==> config.mk <==
export PLATFORM = sky130hd
export DESIGN_NAME = latch_bank_write_ctrl
export DESIGN_NICKNAME = d
export VERILOG_FILES = /design/src/rtl/latch_ctrl_pkg.sv /design/src/rtl/latch_bank_write_ctrl_rr_arb2.sv /design/src/rtl/latch_bank_write_ctrl.sv
export SDC_FILE = /design/constraint.sdc
export NUM_CORES = 1
export LEC_CHECK = 0
export CORE_MARGIN = 2
export CORE_UTILIZATION = 42
export DETAILED_ROUTE_END_ITERATION = 6
export PLACE_DENSITY = 0.78
export SLEW_MARGIN = 5
export SYNTH_ARGS = -nofsm -noshare
export SYNTH_HDL_FRONTEND = slang
export SYNTH_SLANG_ARGS = --single-unit
==> constraint.sdc <==
create_clock -name clk -period 2.1 [get_ports clk]
set_input_delay 0.21 -clock clk [delete_from_list [all_inputs] [get_ports clk]]
set_output_delay 0.21 -clock clk [all_outputs]
set_load 0.02 [all_outputs]
==> src/rtl/latch_ctrl_pkg.sv <==
// Shared definitions for the latch bank write controller.
//   state_e : write-sequence FSM states (IDLE / SETUP / PULSE / HOLD)
//   dbg_t   : debug view of the controller (FSM state + arbiter pointer)
//   DEF_*   : default parameter values
//   max3()  : helper used to size the phase counter
package latch_ctrl_pkg;

    typedef enum logic [1:0] {
        ST_IDLE  = 2'd0,
        ST_SETUP = 2'd1,
        ST_PULSE = 2'd2,
        ST_HOLD  = 2'd3
    } state_e;

    typedef struct packed {
        state_e state;
        logic   rr_ptr;
    } dbg_t;

    localparam int DEF_ADDR_W    = 3;
    localparam int DEF_DATA_W    = 8;
    localparam int DEF_SETUP_CYC = 1;
    localparam int DEF_PULSE_CYC = 2;
    localparam int DEF_HOLD_CYC  = 1;

    function automatic int max3(input int a, input int b, input int c);
        int m;
        m = (a > b) ? a : b;
        return (m > c) ? m : c;
    endfunction

endpackage

==> src/rtl/latch_bank_write_ctrl_rr_arb2.sv <==
// Two-requester round-robin arbiter.
//   clk, rst : clock, synchronous active-high reset
//   req      : request vector, bit i = requester i
//   advance  : a grant is being taken this cycle; move the pointer
//   grant    : one-hot grant (all-zero when no request)
//   ptr_q    : registered priority pointer (requester favoured on a tie)
module rr_arb2 (
    input  logic       clk,
    input  logic       rst,
    input  logic [1:0] req,
    input  logic       advance,
    output logic [1:0] grant,
    output logic       ptr_q
);

    logic ptr_d;

    always_comb begin
        grant = 2'b00;
        ptr_d = ptr_q;
        case (req)
            2'b01:   grant = 2'b01;
            2'b10:   grant = 2'b10;
            2'b11:   grant = ptr_q ? 2'b10 : 2'b01;
            default: grant = 2'b00;
        endcase
        // After a grant, favour the requester that was not just served.
        if (advance && (grant != 2'b00)) begin
            ptr_d = grant[0];
        end
    end

    always_ff @(posedge clk) begin
        if (rst) begin
            ptr_q <= 1'b0;
        end else begin
            ptr_q <= ptr_d;
        end
    end

endmodule

==> src/rtl/latch_bank_write_ctrl.sv <==
// Write sequencer for a bank of level-sensitive D latches.
// Two requesters are arbitrated round-robin; each write runs
// IDLE -> SETUP (data stable, enables low) -> PULSE (one enable high)
// -> HOLD (data held, enables low) -> IDLE.
//
// Handshake: reqN is a level held (with stable addrN/dataN) until ackN.
// ackN is a one-cycle pulse in the last HOLD cycle; in the following
// cycle the requester drops reqN or presents a new write. A req still
// high in IDLE is a new request; a req dropped before grant is ignored.
//
// Ports:
//   clk, rst        : clock, synchronous active-high reset
//   req0/1          : write requests
//   addr0/1, data0/1: write address / data per requester
//   ack0/1          : completion pulses
//   lat_d           : registered shared latch data bus
//   lat_en          : registered one-hot (or zero) latch enables
//   busy            : controller not in IDLE
//   dbg             : FSM state and arbiter pointer
module latch_bank_write_ctrl
    import latch_ctrl_pkg::*;
#(
    parameter int ADDR_W    = DEF_ADDR_W,
    parameter int DATA_W    = DEF_DATA_W,
    parameter int SETUP_CYC = DEF_SETUP_CYC,
    parameter int PULSE_CYC = DEF_PULSE_CYC,
    parameter int HOLD_CYC  = DEF_HOLD_CYC
) (
    input  logic                 clk,
    input  logic                 rst,
    input  logic                 req0,
    input  logic                 req1,
    input  logic [ADDR_W-1:0]    addr0,
    input  logic [ADDR_W-1:0]    addr1,
    input  logic [DATA_W-1:0]    data0,
    input  logic [DATA_W-1:0]    data1,
    output logic                 ack0,
    output logic                 ack1,
    output logic [DATA_W-1:0]    lat_d,
    output logic [2**ADDR_W-1:0] lat_en,
    output logic                 busy,
    output dbg_t                 dbg
);

    localparam int WORDS   = 2**ADDR_W;
    localparam int CNT_MAX = max3(SETUP_CYC, PULSE_CYC, HOLD_CYC);
    localparam int CNT_W   = $clog2(CNT_MAX + 1);

    state_e             state_q, state_d;
    logic [CNT_W-1:0]   cnt_q, cnt_d;
    logic [ADDR_W-1:0]  addr_q, addr_d;
    logic [DATA_W-1:0]  data_q, data_d;
    logic               sel_q, sel_d;
    logic [WORDS-1:0]   lat_en_q, lat_en_d;

    logic [1:0]         grant;
    logic               rr_ptr;

    rr_arb2 u_arb (
        .clk     (clk),
        .rst     (rst),
        .req     ({req1, req0}),
        .advance (state_q == ST_IDLE),
        .grant   (grant),
        .ptr_q   (rr_ptr)
    );

    // The phase counter counts down from (phase length - 1) and is
    // reloaded on every state entry; a phase ends when it reads zero.
    always_comb begin
        state_d  = state_q;
        cnt_d    = cnt_q;
        addr_d   = addr_q;
        data_d   = data_q;
        sel_d    = sel_q;
        case (state_q)
            ST_IDLE: begin
                if (grant != 2'b00) begin
                    sel_d   = grant[1];
                    addr_d  = grant[1] ? addr1 : addr0;
                    data_d  = grant[1] ? data1 : data0;
                    cnt_d   = CNT_W'(SETUP_CYC - 1);
                    state_d = ST_SETUP;
                end
            end
            ST_SETUP: begin
                if (cnt_q == '0) begin
                    cnt_d   = CNT_W'(PULSE_CYC - 1);
                    state_d = ST_PULSE;
                end else begin
                    cnt_d = cnt_q - CNT_W'(1);
                end
            end
            ST_PULSE: begin
                if (cnt_q == '0) begin
                    cnt_d   = CNT_W'(HOLD_CYC - 1);
                    state_d = ST_HOLD;
                end else begin
                    cnt_d = cnt_q - CNT_W'(1);
                end
            end
            ST_HOLD: begin
                if (cnt_q == '0) begin
                    state_d = ST_IDLE;
                end else begin
                    cnt_d = cnt_q - CNT_W'(1);
                end
            end
            default: begin
                state_d = ST_IDLE;
            end
        endcase

        // Enables are decoded from the next state so the flop output is
        // high exactly for the PULSE cycles, with no input-to-output path.
        lat_en_d = '0;
        if (state_d == ST_PULSE) begin
            lat_en_d = WORDS'(1) << addr_d;
        end
    end

    always_ff @(posedge clk) begin
        if (rst) begin
            state_q  <= ST_IDLE;
            cnt_q    <= '0;
            addr_q   <= '0;
            data_q   <= '0;
            sel_q    <= 1'b0;
            lat_en_q <= '0;
        end else begin
            state_q  <= state_d;
            cnt_q    <= cnt_d;
            addr_q   <= addr_d;
            data_q   <= data_d;
            sel_q    <= sel_d;
            lat_en_q <= lat_en_d;
        end
    end

    assign lat_d  = data_q;
    assign lat_en = lat_en_q;
    assign busy   = (state_q != ST_IDLE);
    // Last HOLD cycle of the granted requester; decoded from flops only.
    assign ack0   = (state_q == ST_HOLD) && (cnt_q == '0) && !sel_q;
    assign ack1   = (state_q == ST_HOLD) && (cnt_q == '0) &&  sel_q;
    assign dbg    = {state_q, rr_ptr};

endmodule

# Yosys cells after proc, flatten, opt, wreduce, memory -nomap -nowiden
# Index checks and enable logic that the tools add are counted.
[totals]
word_cells = 47
input_bits = 26
ff_bits = 25
[classes]
n_eq_ne = 9
shifts = 1
n_bitwise = 1
reduce_logical = 12
n_addsub = 1
n_mux = 16
[op_table]
columns = ["op", "n"]
rows = [
  ["2-bit two-way mux", 9],
  ["2-bit one-hot mux with 4 select lines", 2],
  ["2-bit == test, second input constant", 5],
  ["3-bit two-way mux", 3],
  ["8-bit two-way mux", 1],
  ["1-bit by 3-bit << shifter with 8-bit output, first input constant", 1],
  ["2-bit one-hot mux with 3 select lines", 1],
  ["2-bit by 1-bit == test with 1-bit output, second input constant", 2],
  ["1-bit logical AND", 4],
  ["2-bit logical NOT", 2],
  ["2-bit inequality test, second input constant", 2],
  ["2-bit AND reduction", 2],
  ["2-bit nonzero test", 2],
  ["2-bit OR reduction", 1],
  ["2-bit by 1-bit subtractor with 2-bit output, second input constant", 1],
  ["1-bit logical NOT", 1],
  ["1-bit NOT", 1],
]

# Longest topological paths before layout
# Gate-level depths: netlist of the first run.
[depth]
ltp_word = 8
ltp_mapped = 8

# By module
# Synthesis of the first run repeated with hierarchy kept, for this count alone.
[unflattened]
hier_cells = 123
area_unflattened_um2 = 1193.6
[by_module_without_submodules]
columns = ["module", "cells_per_inst", "seq_area_each_um2", "instances", "area_each_um2"]
rows = [
  ["latch_bank_write_ctrl", 116, 480.5, 1, 1128.6],
  ["rr_arb2", 7, 20.0, 1, 65.1],
]

# Least setup slack after synthesis of the first run
# Ideal clock, no wire load.
[synth_timing]
path_kind = "reg-to-reg"
start = "register state_q[0]"
end = "register lat_en_q[0] (netlist: lat_en[0])"
setup_time_ps = 92
arrival_time_ps = 1477
setup_slack_ps = 531
required_time_ps = 2008
path_buffers = 1
synth_period_minus_slack_ps = 1569
stages_incl_launch_ff = 7
cell_sequence = "dfxtp_1 > buf_4 > nor2_8 > inv_4 > a311o_1 > o22a_1 > nor4_1"
[synth_via]
elab_chain_len = 5
[synth_lines]
columns = ["item", "line", "text"]
rows = [
  ["from (decl)", "latch_bank_write_ctrl.sv:49", "state_e state_q, state_d;"],
  ["from (signal assigned)", "latch_bank_write_ctrl.sv:131", "state_q <= state_d;"],
  ["2-bit == test (tied with other cells)", "latch_bank_write_ctrl.sv:76", "case (state_q)"],
  ["2-bit one-hot mux with 4 select lines", "latch_bank_write_ctrl.sv:76", ""],
  ["2-bit == test", "latch_bank_write_ctrl.sv:117", "if (state_d == ST_PULSE) begin"],
  ["1-bit NOT (no source line)", "--", ""],
  ["2-bit OR reduction (no source line)", "--", ""],
  ["to (signal assigned)", "latch_bank_write_ctrl.sv:136", "lat_en_q <= lat_en_d;"],
  ["to (decl)", "latch_bank_write_ctrl.sv:54", "logic [WORDS-1:0] lat_en_q, lat_en_d;"],
]
# Parallel ways exist; a longest one is shown, timed or not.
# A chain may end at the register's enable or synchronous reset.

# Final worst setup path of the first run
[layout_timing]
start = "register state_q[1]"
end = "output port busy"
[layout_via]
elab_chain_len = 1
[layout_lines]
columns = ["item", "line", "text"]
rows = [
  ["2-bit nonzero test", "latch_bank_write_ctrl.sv:142", "assign busy = (state_q != ST_IDLE);"],
  ["to (decl)", "latch_bank_write_ctrl.sv:41", "output logic busy,"],
]
# Every way passes these cells.

==> results of run 1 <==
metrics by stage:
stage,power [W],std cells,area (um^2),util,setup WS [ns]
after floorplan,0.000918,132,1160,-,0.531
after CTS,0.00134,210,1680,0.626,0.169
after detailed placement,0.00112,206,1660,0.616,0.0986
after global routing,0.00141,210,1680,0.626,0.0260
after global placement,0.00110,206,1660,0.616,0.229
final,0.00133,210,1680,0.626,0.179
per-layer routing:
metal  GRT usage  vias to the layer above  wire (um)
li1            -                      577          -
met1       0.260                      538       1310
met2       0.342                       41       1610
met3      0.0484                        6        196
met4      0.0714                        0         54
met5           0                        -          0
power breakdown:
group	switching, W	internal [W]
registers	0.0000422	0.000533
logic	0.000289	0.000246
clock network	0.000150	0.0000727
total	0.000481	0.000853
sequential cells by signal, summed over array words and instances (netlist names):
signal	flops
lat_d	8
state_q	2
addr_q	3
cnt_q	2
lat_en	8
u_arb.ptr_q	1
sel_q	1
cell families after synthesis:
group           after synthesis  synth area share
compound gates               31             0.210
xor+xnor                      1           0.00753
fa+ha+maj                     3            0.0323
buf+inv                      15            0.0720
flops                        25             0.430
simple gates                 57             0.248
area by class of cell:
class | instances | share of cell area
sequential | 25 | 0.297
tap | 31 | 0.0230
clock inverter | 1 | 0.00446
inverter | 5 | 0.0126
clock buffer | 3 | 0.0134
multi-input combinational | 92 | 0.344
timing repair buffer | 53 | 0.305
worst max-delay path by stage:
stage / startpoint / to / slack (ns) / cells past startpoint
after global placement: req0 / lat_en[1] / 0.23 / 5
final: state_q[1] / busy / 0.18 / 4
after global routing: cnt_q[0] / ack0 / 0.03 / 5
after detailed placement: req0 / lat_en[2] / 0.1 / 5
after floorplan: state_q[0] / lat_en[0] / 0.53 / 6
after CTS: cnt_q[0] / ack0 / 0.17 / 5
Yosys cell counts (2+ instances only):
cell,count,share of area
a311oi_1,9,0.068
nor4_1,4,0.022
o22ai_1,2,0.011
buf_1,2,0.0065
buf_4,4,0.026
nand2_1,16,0.052
nor2_2,2,0.011
dfxtp_1,25,0.43
ha_1,3,0.032
nor2_1,13,0.042
nor3_1,6,0.026
nand3_1,9,0.039
inv_1,4,0.013
o22a_1,3,0.023
buf_2,2,0.0086
a311o_1,3,0.026
a21boi_0,2,0.013
a21oi_1,5,0.022
critical path: stages, from the launching register on:
cell             delay, ns
dfxtp_1               0.42
buf_4                 0.20
nor2_8                0.07
inv_4                 0.10
clkdlybuf4s50_1       0.60
==> results list, run 1 <==
* Register area share after synthesis: 0.430
- The number of hold violations in the final report came to 0.
- # port buffers: 47
* Routability congestion estimate: between 0.8 and 0.9
* Max-capacitance violation count: 0
- In the global route stage, overall resource usage came out at 0.206.
- Vias per cell: 5.53
- Proportion of layout cells with a drive suffix above 1: 0.0838
- For the pin with the worst max-slew slack, the measured transition is 0.427 ns.
- The startpoint identified for the worst register-to-register timing path is cnt_q[0].
* Final clock skew: roughly 0.011 ns
- The clock reaches the later pin of the worst-skew pair after 0.32 ns.
- The detailed router placed about 1200 vias in this run.
- First-pass GRT wire length: roughly 5.2 mm
- In this run the worst path has a maximum fanout of 7.
- STA classifies the critical path startpoint as a flop.
* Number of buffers on the longest clock path: 2
- Worst path required time: between 1.5 and 2 ns
- In the layout the commonest cells are 45 x clkdlybuf4s50_1, 25 x dfxtp_1, 16 x nand2_1, 13 x nor2_1.
- Number of buffers inserted during clock tree synthesis: 3
* Crit Path Category: flop to output port
- The first routing iteration left 29 violations.
- Depth of the worst hold-timing path: 3
- The number of antenna violations at the first check in global routing came to 0.
- Clock root cell: clkbuf_4
* Worst slack on hold paths: between 0.4 and 0.5 ns
- In this run, post-CTS hold repair placed 0 buffers.
- The number of slew-limit violations in the final report is 0.
- Yosys mapped a number of flops with a built-in enable equal to 0.
- Final setup violation count: 0
- Worst VDD drop: about 0.5 mV
- Remaining Overflow, GRT: 0
* Most frequent standard cell in the layout excluding fill and tap cells: clkdlybuf4s50_1
* Die area: ~0.0032 mm^2
- Area added between synthesis and finish: 44.6%
* Cts repair resizes: 2
- For flop-to-flop paths, the worst setup slack is about 0.24 ns.
- In the synthesized netlist the dominant register cell turns out to be dfxtp_1.
- DRC violations left: 0
* Placement row count: 19
* Min-delay src: data0[3]
- The detail route stage leaves a number of antenna-violating nets equal to 0.
- After clock tree synthesis, the clock-pin slew on the worst setup and hold paths is ~0.15 ns.
- The die is 56.6 um wide.
- Total Routed Length: 3.17 mm
- Hold Crit Endpoint: lat_d[3]
- The layout has between 200 and 300 filler cells.
- Initial Util: 0.433
- After synthesis, the netlist uses 36 different library cells.
- Diodes inserted: 0
* Total Neg Setup Slack: 0 ns
* Maximum frequency from static timing analysis: between 500 and 600 MHz
- Top-level I/O count: 48
- In this run, synthesis produced a sequential element count of 25.
- Via count of the first global-routing pass: between 1000 and 1500
- Yosys warning count: 0
- Detail Placement HPWL: 2.44 mm
- CTS built an H-tree with a depth of 1.
* Post-CTS repair timing setup buffer count: 0
* Area of the multi-input gates: just under 600 um^2
- RSZ-0062 raised after global routing: no
- Y dimension of the die: 56.6 um
- In this run the power density over the cells is slightly below 800 mW/mm^2.
* Register-to-Register Path Depth: 6
- Counting I/O delays and the setup requirement, the final critical path takes 1.92 ns.
- Cell leakage power: around 0.66 nW
- TritonCTS clock tree: built
- Entering global routing, the biggest net connects 18 pins.
- Worst min-delay path class: primary input to flop
- Total iterations of the first detailed-routing run: 4
- Endpoint arrival time on the critical path: around 1.7 ns
- Synth async-reset ratio: 0
- Instance count of the mapped netlist: around 130
- The worst pin sits at a relative slew slack of 0.715.
- Net count after synthesis: around 160
* Floorplan core area: between 0.002 and 0.003 mm^2
* Number of nets in the layout: ~210
- Clock sink count: 25
- In the finished design, the share of the clock period the worst path needs comes to 0.915.
- Synthesized cell area: approximately 0.0012 mm^2
* Reg2Reg Capture Point: lat_en[6]
- Averaged over all synthesized cells, the footprint is about 9 um^2.
- The run finished with clean final reports.
- After detailed routing, the average wire length per cell comes to approximately 15 um.
- Type of element capturing the critical path: output port
- Area taken by flip-flops and latches: ~500 um^2
(Power assumes the default switching activity.)
==> run 2: changes to the inputs <==
--- a/config.mk
+++ b/config.mk
@@ -5,7 +5,6 @@
 export SDC_FILE = /design/constraint.sdc
 export NUM_CORES = 1
 export LEC_CHECK = 0
-export CORE_MARGIN = 2
 export CORE_UTILIZATION = 42
 export DETAILED_ROUTE_END_ITERATION = 6
 export PLACE_DENSITY = 0.78
==> results list, run 2 (synthesis gave the netlist of run 1 again) <==
- The flow ran to the end, and the final reports show no timing, DRC or antenna violations.
- The first TritonRoute pass finished after 4 iterations.
- Combinational share of power: 0.399
- Post-route ant nets: 0
- Largest fanout of any net on the critical path: 7
- Wire length per cell after detailed routing: 14.4 um
- The clock period could shrink to 1.90 ns.
- Entering global routing, the biggest net connects 18 pins.
- Clock tree synthesis inserted a total of 3 buffers.
- The worst hold path terminates at lat_d[2].
* Max-capacitance violation count: 0
* Total Neg Setup Slack: 0 ns
- In the finished design, the share of the clock period the worst path needs comes to 0.905.
- TritonCTS clock tree: built
* Register-to-Register Setup Slack: roughly 0.32 ns
- Global-route usage over all layers: 0.223
* Register-to-Register Path Depth: 5
* Max-slew violation count: 0
- Internal power comes to around 0.00085 W.
- Part of the power in the clock network: 0.173
* Area of the multi-input gates: 579 um^2
- In this run the power spent charging and discharging nets is roughly 0.00048 W.
- Critical path launch point type: flop
* Total Routed Length: approximately 3 mm
- Sw Ratio: 0.361
* Endpoints failing hold: 0
* Initial Util: 0.457
* Post-Place Setup Slack: ~0.14 ns
* Min-delay src: data0[2]
* Area added between synthesis and finish: 44.5%
- CTS built an H-tree with a depth of 1.
- Measured along the x axis, the die boundary spans ~55 um.
* Final clock skew: 0.0111 ns
- Setup repair after global routing left no endpoint under its margin.
* Vias per cell: 5.51
* Fillers: between 200 and 250
- The critical path is of the flop to output port type.
* Power density over cell area: around 800 mW/mm^2
- The clock passes through at most 2 buffers.
- Derived from the worst setup path, the maximum achievable clock frequency is ~530 MHz.
- In this run the critical register-to-register path is launched from cnt_q[0].
- First-pass GRT wire length: ~4.7 mm
- Clock sink count: 25
* Via count of the first global-routing pass: between 1000 and 1500
- Leaving out fill and tap cells, the most frequent cell in the layout is clkdlybuf4s50_1.
* Relative slew slack: 0.722
- Type of element capturing the critical path: output port
- Routability congestion estimate: roughly 0.76
- Clock latency reported for the late side of the worst-skew pair: approximately 0.33 ns
- Y dimension of the die: between 50 and 60 um
- DRC violations left: 0
- Floorplan core area: around 0.0025 mm^2
- Share of power burned in registers: 0.428
- Number of antenna violations at the first check in global routing: 0
* Worst path required time: between 1.5 and 2 ns
- Cell leakage power: approximately 0.66 nW
- At the pin with the least slew margin, the transition time is 0.417 ns.
- Clock-pin slew on the worst setup and hold paths: 0.15 ns
- Area taken by flip-flops and latches: around 500 um^2
- Die area: about 0.0030 mm^2
- Setup violations remaining at the end of the flow were counted as 0.
- Endpoint arrival time on the critical path: between 1.5 and 2 ns
- Worst VDD drop: 0.524 mV
* Worst slack on hold paths: 0.432 ns
* Placement row count: 18
- Once detailed placement completed, the half-perimeter wirelength came to 2.33 mm.
- After layout, the worst setup slack is 0.199 ns.
* # port buffers: 47
- After global routing the overflow that remains totals 0.
* Number of DRC violations after detailed-routing iteration 0: 18
- Number of vias in the routed layout: between 1000 and 1500
- The repair_antennas step left the layout with diodes totalling 0.
* Top-level I/O count: 48
- The endpoint identified for the worst register-to-register timing path is lat_en[3].
- Depth of the worst hold-timing path: 3
* Commonest cells after routing, fill and taps aside: 45 x clkdlybuf4s50_1, 25 x dfxtp_1, 16 x nand2_1, 13 x nor2_1
* Worst min-delay path class: primary input to flop
- The net count of the finished layout is 209.
- Power comes to 0.00133 W.
- Clock root cell: clkbuf_4
* Proportion of layout cells with a drive suffix above 1: 0.0838
## run 2: cell counts in the layout (fill, tap and decap cells not counted)
Identical to the previous run, type by type.
## run 2: power groups by stage
| stage | Clock [W] | Combinational, W | Sequential [W] |
|---|---|---|---|
| 6_report | 0.000231 | 0.000532 | 0.000571 |
| 5_1_grt | 0.000245 | 0.000581 | 0.000578 |
| 4_1_cts | 0.000232 | 0.000535 | 0.000570 |
| 3_5_place_dp | 0 | 0.000534 | 0.000580 |
| 3_3_place_gp | 0 | 0.000518 | 0.000577 |
| 2_1_floorplan | 0 | 0.000297 | 0.000621 |
## run 2: worst max-delay path, cell delays in order (launching register included)
cell and delay, ns:
dfxtp_1 0.41, buf_4 0.20, nor2_8 0.07, inv_4 0.08, clkdlybuf4s50_1 0.60
## run 2: area by class of cell
type / count / area share
Clock buffer: 3 / 0.0134
Timing Repair Buffer: 53 / 0.305
Inverter: 5 / 0.0126
Tap cell: 30 / 0.0223
Sequential cell: 25 / 0.298
Multi-Input combinational cell: 92 / 0.344
Clock inverter: 1 / 0.00446
## run 2: per-stage QoR
step | cell area (um^2) | utilization | cells
after floorplan | 1160 | - | 132
after global placement | 1650 | 0.650 | 205
after detailed placement | 1650 | 0.650 | 205
after CTS | 1680 | 0.661 | 209
after global routing | 1680 | 0.661 | 209
final | 1680 | 0.661 | 209
## run 2: metal layers
metal  routed length, um  track usage  up-vias
met3                 146       0.0444        7
li1                    -            -      574
met1                1310        0.251      535
met2                1500        0.404       36
met4                  54       0.0897        0
met5                   0            0        -
## run 2: worst max-delay path by stage
stage,from,end,slack (ns),depth (start not counted)
global placement,req0,lat_en[0],0.22,5
floorplan,state_q[0],lat_en[0],0.53,6
CTS,state_q[1],busy,0.19,4
finish,state_q[1],busy,0.20,4
detailed placement,req0,lat_en[3],0.14,5
global route,state_q[0],busy,0.12,4
## run 2: repair_timing
item / CTS / global route
endpoints found under the setup margin: 2 / 0
gates resized for setup: 2 / 0
hold buffers: 0 / 0
setup buffers: 0 / 0
